==> src/rtl/pll_lock_sequencer_pkg.sv <==
// ============================================================================
// Module   : pll_lock_sequencer_pkg
// Purpose  : State codes and helpers shared by the PLL lock sequencer and the
//            status-LED logic that decodes its state output.
// Revision : 1.0 - initial release
// ============================================================================
`default_nettype none

package pll_lock_sequencer_pkg;

    localparam int STATE_W = 2;

    // State codes; the LED decoder relies on these exact values.
    localparam logic [STATE_W-1:0] ST_PLL_RST   = 2'd0;
    localparam logic [STATE_W-1:0] ST_WAIT_LOCK = 2'd1;
    localparam logic [STATE_W-1:0] ST_STABLE    = 2'd2;
    localparam logic [STATE_W-1:0] ST_RUN       = 2'd3;

    // Largest of three cycle counts, used to size the shared phase timer.
    function automatic int max3(input int a, input int b, input int c);
        int m;
        m = a;
        if (b > m) m = b;
        if (c > m) m = c;
        return m;
    endfunction

endpackage

`default_nettype wire

==> src/rtl/sync_2ff.sv <==
// ============================================================================
// Module   : sync_2ff
// Purpose  : Two-flop synchroniser for asynchronous status pins. Both stages
//            clear to zero on reset so a pin reads inactive until proven.
// Revision : 1.0 - initial release
// ============================================================================
`default_nettype none

module sync_2ff #(
    parameter int WIDTH = 1
) (
    input  logic             clk,
    input  logic             rst,
    input  logic [WIDTH-1:0] i_d,
    output logic [WIDTH-1:0] o_q
);

    logic [WIDTH-1:0] r_meta;
    logic [WIDTH-1:0] r_sync;

    // Metastability stage followed by the clean output stage.
    always_ff @(posedge clk) begin
        if (rst) begin
            r_meta <= '0;
            r_sync <= '0;
        end else begin
            r_meta <= i_d;
            r_sync <= r_meta;
        end
    end

    assign o_q = r_sync;

endmodule

`default_nettype wire

==> src/rtl/pll_lock_sequencer.sv <==
// ============================================================================
// Module   : pll_lock_sequencer
// Purpose  : Drives the ECP5 EHXPLLL RST pin, watches LOCK through a two-flop
//            synchroniser and releases the design reset only after the lock
//            has been stable. Re-locks on lock loss, lock timeout or restart
//            and keeps saturating loss/timeout counters for debug.
// Revision : 1.0 - initial release
// ============================================================================
`default_nettype none

module pll_lock_sequencer
    import pll_lock_sequencer_pkg::*;
#(
    parameter int RST_CYCLES    = 16,
    parameter int LOCK_TIMEOUT  = 65536,
    parameter int STABLE_CYCLES = 1024,
    parameter int CNT_W         = 8
) (
    input  logic               clock,
    input  logic               reset,
    input  logic               pll_locked,
    input  logic               restart,
    output logic               pll_rst,
    output logic               rst_out,
    output logic               ready,
    output logic [STATE_W-1:0] state,
    output logic [CNT_W-1:0]   loss_count,
    output logic [CNT_W-1:0]   timeout_count
);

    // One timer serves every timed phase, so it is sized for the longest one.
    localparam int c_timer_w = $clog2(max3(RST_CYCLES, LOCK_TIMEOUT, STABLE_CYCLES) + 1);

    // Terminal timer values: a phase ends on the cycle its timer reads N-1.
    localparam logic [c_timer_w-1:0] c_rst_last     = c_timer_w'(RST_CYCLES - 1);
    localparam logic [c_timer_w-1:0] c_timeout_last = c_timer_w'(LOCK_TIMEOUT - 1);
    localparam logic [c_timer_w-1:0] c_stable_last  = c_timer_w'(STABLE_CYCLES - 1);
    localparam logic [c_timer_w-1:0] c_timer_one    = c_timer_w'(1);
    localparam logic [CNT_W-1:0]     c_cnt_one      = CNT_W'(1);

    logic                 w_lock_s;

    logic [STATE_W-1:0]   r_state;
    logic [c_timer_w-1:0] r_timer;
    logic                 r_pll_rst;
    logic                 r_rst_out;
    logic                 r_ready;
    logic [CNT_W-1:0]     r_loss_count;
    logic [CNT_W-1:0]     r_timeout_count;

    logic [STATE_W-1:0]   w_next_state;
    logic [c_timer_w-1:0] w_next_timer;
    logic                 w_loss_evt;
    logic                 w_timeout_evt;

    // LOCK is asynchronous to the board clock; every decision uses w_lock_s.
    sync_2ff #(
        .WIDTH (1)
    ) u_lock_sync (
        .clk (clock),
        .rst (reset),
        .i_d (pll_locked),
        .o_q (w_lock_s)
    );

    // Next-state and timer decode; restart overrides every other transition.
    always_comb begin
        w_next_state  = r_state;
        w_next_timer  = r_timer + c_timer_one;
        w_loss_evt    = 1'b0;
        w_timeout_evt = 1'b0;

        if (restart) begin
            w_next_state = ST_PLL_RST;
            w_next_timer = '0;
        end else begin
            case (r_state)
                ST_PLL_RST: begin
                    if (r_timer == c_rst_last) begin
                        w_next_state = ST_WAIT_LOCK;
                        w_next_timer = '0;
                    end
                end
                ST_WAIT_LOCK: begin
                    if (w_lock_s) begin
                        w_next_state = ST_STABLE;
                        w_next_timer = '0;
                    end else if (r_timer == c_timeout_last) begin
                        w_next_state  = ST_PLL_RST;
                        w_next_timer  = '0;
                        w_timeout_evt = 1'b1;
                    end
                end
                ST_STABLE: begin
                    // A single low sample restarts the wait; no filtering here.
                    if (!w_lock_s) begin
                        w_next_state = ST_WAIT_LOCK;
                        w_next_timer = '0;
                    end else if (r_timer == c_stable_last) begin
                        w_next_state = ST_RUN;
                        w_next_timer = '0;
                    end
                end
                ST_RUN: begin
                    // Timer parks at zero while running.
                    w_next_timer = '0;
                    if (!w_lock_s) begin
                        w_next_state = ST_PLL_RST;
                        w_loss_evt   = 1'b1;
                    end
                end
                default: begin
                    w_next_state = ST_PLL_RST;
                    w_next_timer = '0;
                end
            endcase
        end
    end

    // State, timer, counters and outputs; outputs decode the next state so
    // they change in the same update as the state they describe.
    always_ff @(posedge clock) begin
        if (reset) begin
            r_state         <= ST_PLL_RST;
            r_timer         <= '0;
            r_pll_rst       <= 1'b1;
            r_rst_out       <= 1'b1;
            r_ready         <= 1'b0;
            r_loss_count    <= '0;
            r_timeout_count <= '0;
        end else begin
            r_state   <= w_next_state;
            r_timer   <= w_next_timer;
            r_pll_rst <= (w_next_state == ST_PLL_RST);
            r_rst_out <= (w_next_state != ST_RUN);
            r_ready   <= (w_next_state == ST_RUN);
            if (w_loss_evt && (r_loss_count != '1)) begin
                r_loss_count <= r_loss_count + c_cnt_one;
            end
            if (w_timeout_evt && (r_timeout_count != '1)) begin
                r_timeout_count <= r_timeout_count + c_cnt_one;
            end
        end
    end

    assign pll_rst       = r_pll_rst;
    assign rst_out       = r_rst_out;
    assign ready         = r_ready;
    assign state         = r_state;
    assign loss_count    = r_loss_count;
    assign timeout_count = r_timeout_count;

endmodule

`default_nettype wire

==> config.mk <==
export PLATFORM = sky130hd
export DESIGN_NAME = pll_lock_sequencer
export DESIGN_NICKNAME = d
export VERILOG_FILES = /design/src/rtl/pll_lock_sequencer_pkg.sv /design/src/rtl/sync_2ff.sv /design/src/rtl/pll_lock_sequencer.sv
export SDC_FILE = /design/constraint.sdc
export NUM_CORES = 1
export LEC_CHECK = 0
export CELL_PAD_IN_SITES_DETAIL_PLACEMENT = 1
export CELL_PAD_IN_SITES_GLOBAL_PLACEMENT = 1
export CORE_ASPECT_RATIO = 2
export CORE_UTILIZATION = 38
export CTS_CLUSTER_DIAMETER = 80
export DETAILED_ROUTE_END_ITERATION = 6
export PLACE_DENSITY = 0.83
export SLEW_MARGIN = 30
export SYNTH_ARGS = -nofsm -noshare
export SYNTH_HDL_FRONTEND = slang
export SYNTH_HIERARCHICAL = 1
export SYNTH_SLANG_ARGS = --single-unit
==> constraint.sdc <==
create_clock -name clock -period 5 [get_ports clock]
set_input_delay 0.5 -clock clock [delete_from_list [all_inputs] [get_ports clock]]
set_output_delay 0.5 -clock clock [all_outputs]
set_load 0.01 [all_outputs]
## Word-level counts from Yosys, hierarchy flattened

Index checks and enable logic that the tools add are counted.

| storage, ports and cells | value |
|---|---|
| register bits | 40 |
| input bits | 4 |
| output and inout port bits | 21 |
| word-level logic and storage cells | 48 |

| operators by class | value |
|---|---|
| $add $sub $neg | 3 |
| equality and inequality tests | 10 |
| multiplexer cells | 21 |
| reductions and logical operators | 5 |

Operators by type and width:

| cell | count |
|---|---|
| 17-bit two-way mux | 5 |
| 17-bit one-hot mux with 4 select lines | 1 |
| 17-bit by 1-bit adder with 17-bit output (second input constant) | 1 |
| 17-bit by 10-bit == test with 1-bit output (second input constant) | 1 |
| 17-bit by 16-bit == test with 1-bit output (second input constant) | 1 |
| 17-bit by 4-bit == test with 1-bit output (second input constant) | 1 |
| 8-bit by 1-bit adder with 8-bit output (second input constant) | 2 |
| 8-bit inequality test (second input constant) | 2 |
| 2-bit two-way mux | 7 |
| 2-bit one-hot mux with 4 select lines | 1 |
| 1-bit two-way mux | 7 |
| 2-bit == test (second input constant) | 3 |
| 2-bit logical NOT | 2 |
| 2-bit by 1-bit == test with 1-bit output (second input constant) | 1 |
| 1-bit logical AND | 2 |
| 2-bit inequality test (second input constant) | 1 |
| 2-bit OR reduction | 1 |

## Depth between registers and ports, before layout

| depth | value |
|---|---|
| word-level depth | 6 |
| gate-level depth with buffers | 11 |
| depth with buffers taken out | 10 |

## By module

The synthesis kept the hierarchy.

Modules (own cells, without submodules):

| module | instances | cells each | area each (µm²) | seq. area each (µm²) |
|---|---|---|---|---|
| pll_lock_sequencer | 1 | 194 | 1,840.5 | 760.7 |
| sync_2ff | 1 | 4 | 52.6 | 40.0 |

## Worst setup path before layout

Ideal clock, no wire load.

| timing path | value |
|---|---|
| kind | register to register |
| start | register r_timer[0] |
| end | register r_timer[10] |
| setup time | 62 ps |
| data arrival time | 2,168 ps |
| required time | 4,938 ps |
| setup slack | 2,770 ps |
| cell stages (with the launch flop) | 12 |
| path buffers | 1 |
| period minus slack after synthesis | 2,230 ps |
| cells stage by stage | dfxtp_1 ha_1 and4_4 buf_6 nand3_1 inv_1 ha_1 o21a_1 a2111oi_4 o21ai_2 a41o_4 nor2_2 |

| between the ends | value |
|---|---|
| cells in the longest elaborated chain, start to end | 4 |
| elaborated cells on any way between the ends | 10 |
| those cells by class | add/sub: 1; eq/ne: 3; mux: 6 |

Ends and longest elaborated chain:

| element | line | RTL |
|---|---|---|
| from (decl) | pll_lock_sequencer.sv:44 | `logic [c_timer_w-1:0] r_timer;` |
| from (signal assigned) | pll_lock_sequencer.sv:133 | `r_timer <= w_next_timer;` |
| 17-bit by 1-bit adder with 17-bit output (tied with other cells) | pll_lock_sequencer.sv:69 | `w_next_timer = r_timer + c_timer_one;` |
| 17-bit two-way mux, on equally long branches | pll_lock_sequencer.sv:99, pll_lock_sequencer.sv:88 |  |
| 17-bit two-way mux, on equally long branches | pll_lock_sequencer.sv:96, pll_lock_sequencer.sv:85 |  |
| 17-bit one-hot mux with 4 select lines * | pll_lock_sequencer.sv:77 | `case (r_state)` |

Every way passes the cells marked *; elsewhere a longest branch is shown, timed or not.
A chain may end at the register's enable or synchronous reset.

## Worst setup path after layout

Same ends and word-level chain as after synthesis.

==> run summary <==
Status = finished, final reports clean
Lkg Pwr = 0.739 nW
Placer Congestion = 0.716
Post-DRT Antenna Nets = 0
Cell taking the most area after synthesis = dfxtp_1
Worst-Skew Late Latency = 0.29 ns
Top-level I/O count = 25
Slew HR = 60.5%
First-pass GRT wire length = 6.89 mm
Total global-route track usage = 17.2%
# fillers = 576
Worst vdd ir = 0.161 mV
Count of final setup violators = 0
Max_cap viols = 0
Fin crit share = 47.2%
Compound-gate portion of the synthesized area = 10.8%
Setup Skew = 0.00481 ns
Area after DPL = 2180 um2
Die H = 102 um
Origin of the critical flop-to-flop path = r_timer[0]$_SDFF_PP0_
DRT Wirelength = 4.05 mm
Setup crit start kind = register
Adder-cell share of the synthesized area = 3.30%
Final Net Count = 234
Asr flop ratio synth = 0%
Largest family of logic cells by synthesized area = simple AND/OR/NAND/NOR gates
Mapped Nets = 207
Final std cells w/o fill = 282
Design Area, Final = 2250 um2
Tmin final = 2.36 ns
Die W = 51.9 um
WS Path Type = reg -> reg
Sequential power share = 60.1%
Worst Hold Class = reg -> reg
Max Freq = 0.424 GHz
Post-synth EDFFs = 0
Unique masters post-synth = 44
TritonCTS Buffers = 5
DR pass1 iterations = 4
Clock share of power = 37.4%
Max Buffers Root-to-Sink = 2
Yosys warns = 6
Hold Vio Cnt, Final = 0
Crit. End Element = register
Hold buffer count at cts = 0
Pint = 420 uW
Reg clk slew, reported paths = 0.07 ns
Top routing layer used = met4
Pin count of the biggest net entering global routing = 24
Commonest non-fill, non-tap cell in the layout = dfxtp_1
DPL Wire Length = 3.05 mm
Row count = 36
Area contributors post-synth = dfxtp_1 42%, xnor2_1 6.0%, nor2_1 5.6%
Sequential share of the synthesized area = 42.3%
Xor/xnor share of the synthesized area = 11.6%
Placed cell count = 275
Post-Syn Area per Cell = 9.56 um2
Initial antenna violation count = 0
RSZ-0062 raised after global routing = no
Tot Pwr = 536 uW
Post-Synth Simple-Gate Area = 28.9%
Routed metal-1 wirelength = 1.54 mm
Mux cell area share after synthesis = 0.529%
DRC = 0
Setup TNS Final = 0 ns
Max-slew violations = 0
Crit path from = r_timer[0]$_SDFF_PP0_
Starting Density = 39.3%
Clk root buf = clkbuf_8
CTS Sinks = 40
Final core occ = 46.8%
Switching Fraction = 21.6%
Most frequent cells in the layout = 40 x dfxtp_1, 28 x nor2_1, 23 x clkdlybuf4s50_1
Routed length on met3 = 95 um
Mapped cell area = 1890 um2
CTS tree = done
# H-tree levels = 2
Pwr Density = 238 nW/um2
Seq cells post-synth = 40
Least-Margin Pin Slew = 0.591 ns
Area Overhead vs Synth = 19.1%
Core area = 4820 um2
Grt total ovfl = 0
Layout cells sized above 1 = 12.9%
P_sw = 116 uW
Gate Count Post-Synth = 198
Via Count = 1,519
Drt wl/cell = 14.4 um
Synth Flop Type = dfxtp_1
Met2 wire len = 2.34 mm
Die footprint = 5290 um2
Post-CTS setup buffer count = 0
CP required = 5.23 ns
Worst min-delay path startpoint = u_lock_sync/r_meta$_SDFF_PP0_
Max FO, Critical Path = 10
Post-cts resize count = 0
Crit path arrival time = 2.59 ns
Vias/cell = 5.39
Area share of the largest cell type after synthesis = 42.3%
N_diodes = 0
Combinational power share = 2.5%
Number of global-route vias before repair = 1,549
Port bufs = 24
Initial DRC Count = 17
==> routing by layer <==
layer | track usage (%) | vias to the layer above
met3 | 2.98 | 7
met2 | 34.3 | 22
met1 | 15.9 | 747
li1 | - | 743
met4 | 7.48 | 0
met5 | 0 | -
==> cells by family after synthesis <==
kind of cell | Yosys count
muxes | 1
xor gates and xnor gates | 25
adders and majority gates | 5
DFF | 40
AOI/OAI and AO/OA | 22
buffers and inverters | 11
and+or+nand+nor | 94
==> final cells by class <==
type                    count  area [um2]  share of cell area (%)
inverters                   7        26.3                    1.17
flip-flops and latches     40         801                    35.5
well taps                  57        71.3                    3.16
multi-input cells         147        1040                    46.3
repair buffers             24         235                    10.4
clock inverters             1        5.00                   0.222
clock buffers               6        72.6                    3.22
==> worst paths after layout <==
path	endpoint	slack [ns]	cells past startpoint
worst min register to register	u_lock_sync/o_q$_SDFF_PP0_	0.46	1
worst max-delay path	r_timer[10]$_SDFF_PP0_	2.64	10
worst max register to register	r_timer[10]$_SDFF_PP0_	2.64	10
worst min-delay path	u_lock_sync/o_q$_SDFF_PP0_	0.46	1
==> flip-flops by register name, indices dropped and copies added (netlist names) <==
name                flops
ready                   1
state                   2
loss_count              8
rst_out                 1
u_lock_sync/o_q         1
u_lock_sync/r_meta      1
timeout_count           8
pll_rst                 1
r_timer                17
==> synthesized netlist by cell type (all sizes together), types with 4 or more instances <==
library cell   n
nand2         10
dfxtp         40
a21oi          4
nand3         15
nor2          35
and4           4
or3            5
xnor2         13
and3           4
inv            7
nor4           7
o21ai          5
xor2          12
ha             5
==> per-stage QoR <==
step	setup slack (ns)	hold slack, ns
floorplan	2.77	0.414
global placement	2.42	0.436
detailed placement	2.39	0.437
CTS	2.60	0.458
global route	2.46	0.464
finish	2.64	0.455
==> critical path, stage by stage, from the launching register on <==
cell       delay [ns]
dfxtp_1          0.35
ha_1             0.26
and4_4           0.22
nand3_1          0.11
inv_1            0.05
ha_1             0.23
o21a_1           0.23
a2111oi_4        0.21
o21ai_2          0.21
a41o_4           0.34
nor2_2           0.10
==> power by group through the flow <==
stage,sequential (mW),combinational (mW),clock [mW]
2_1_floorplan,0.329,0.00849,0
3_5_place_dp,0.329,0.0142,0
4_1_cts,0.322,0.0142,0.210
6_report,0.322,0.0136,0.200
3_3_place_gp,0.329,0.0139,0
5_1_grt,0.322,0.0151,0.220
No activity file was read; power rests on OpenSTA's default activity.
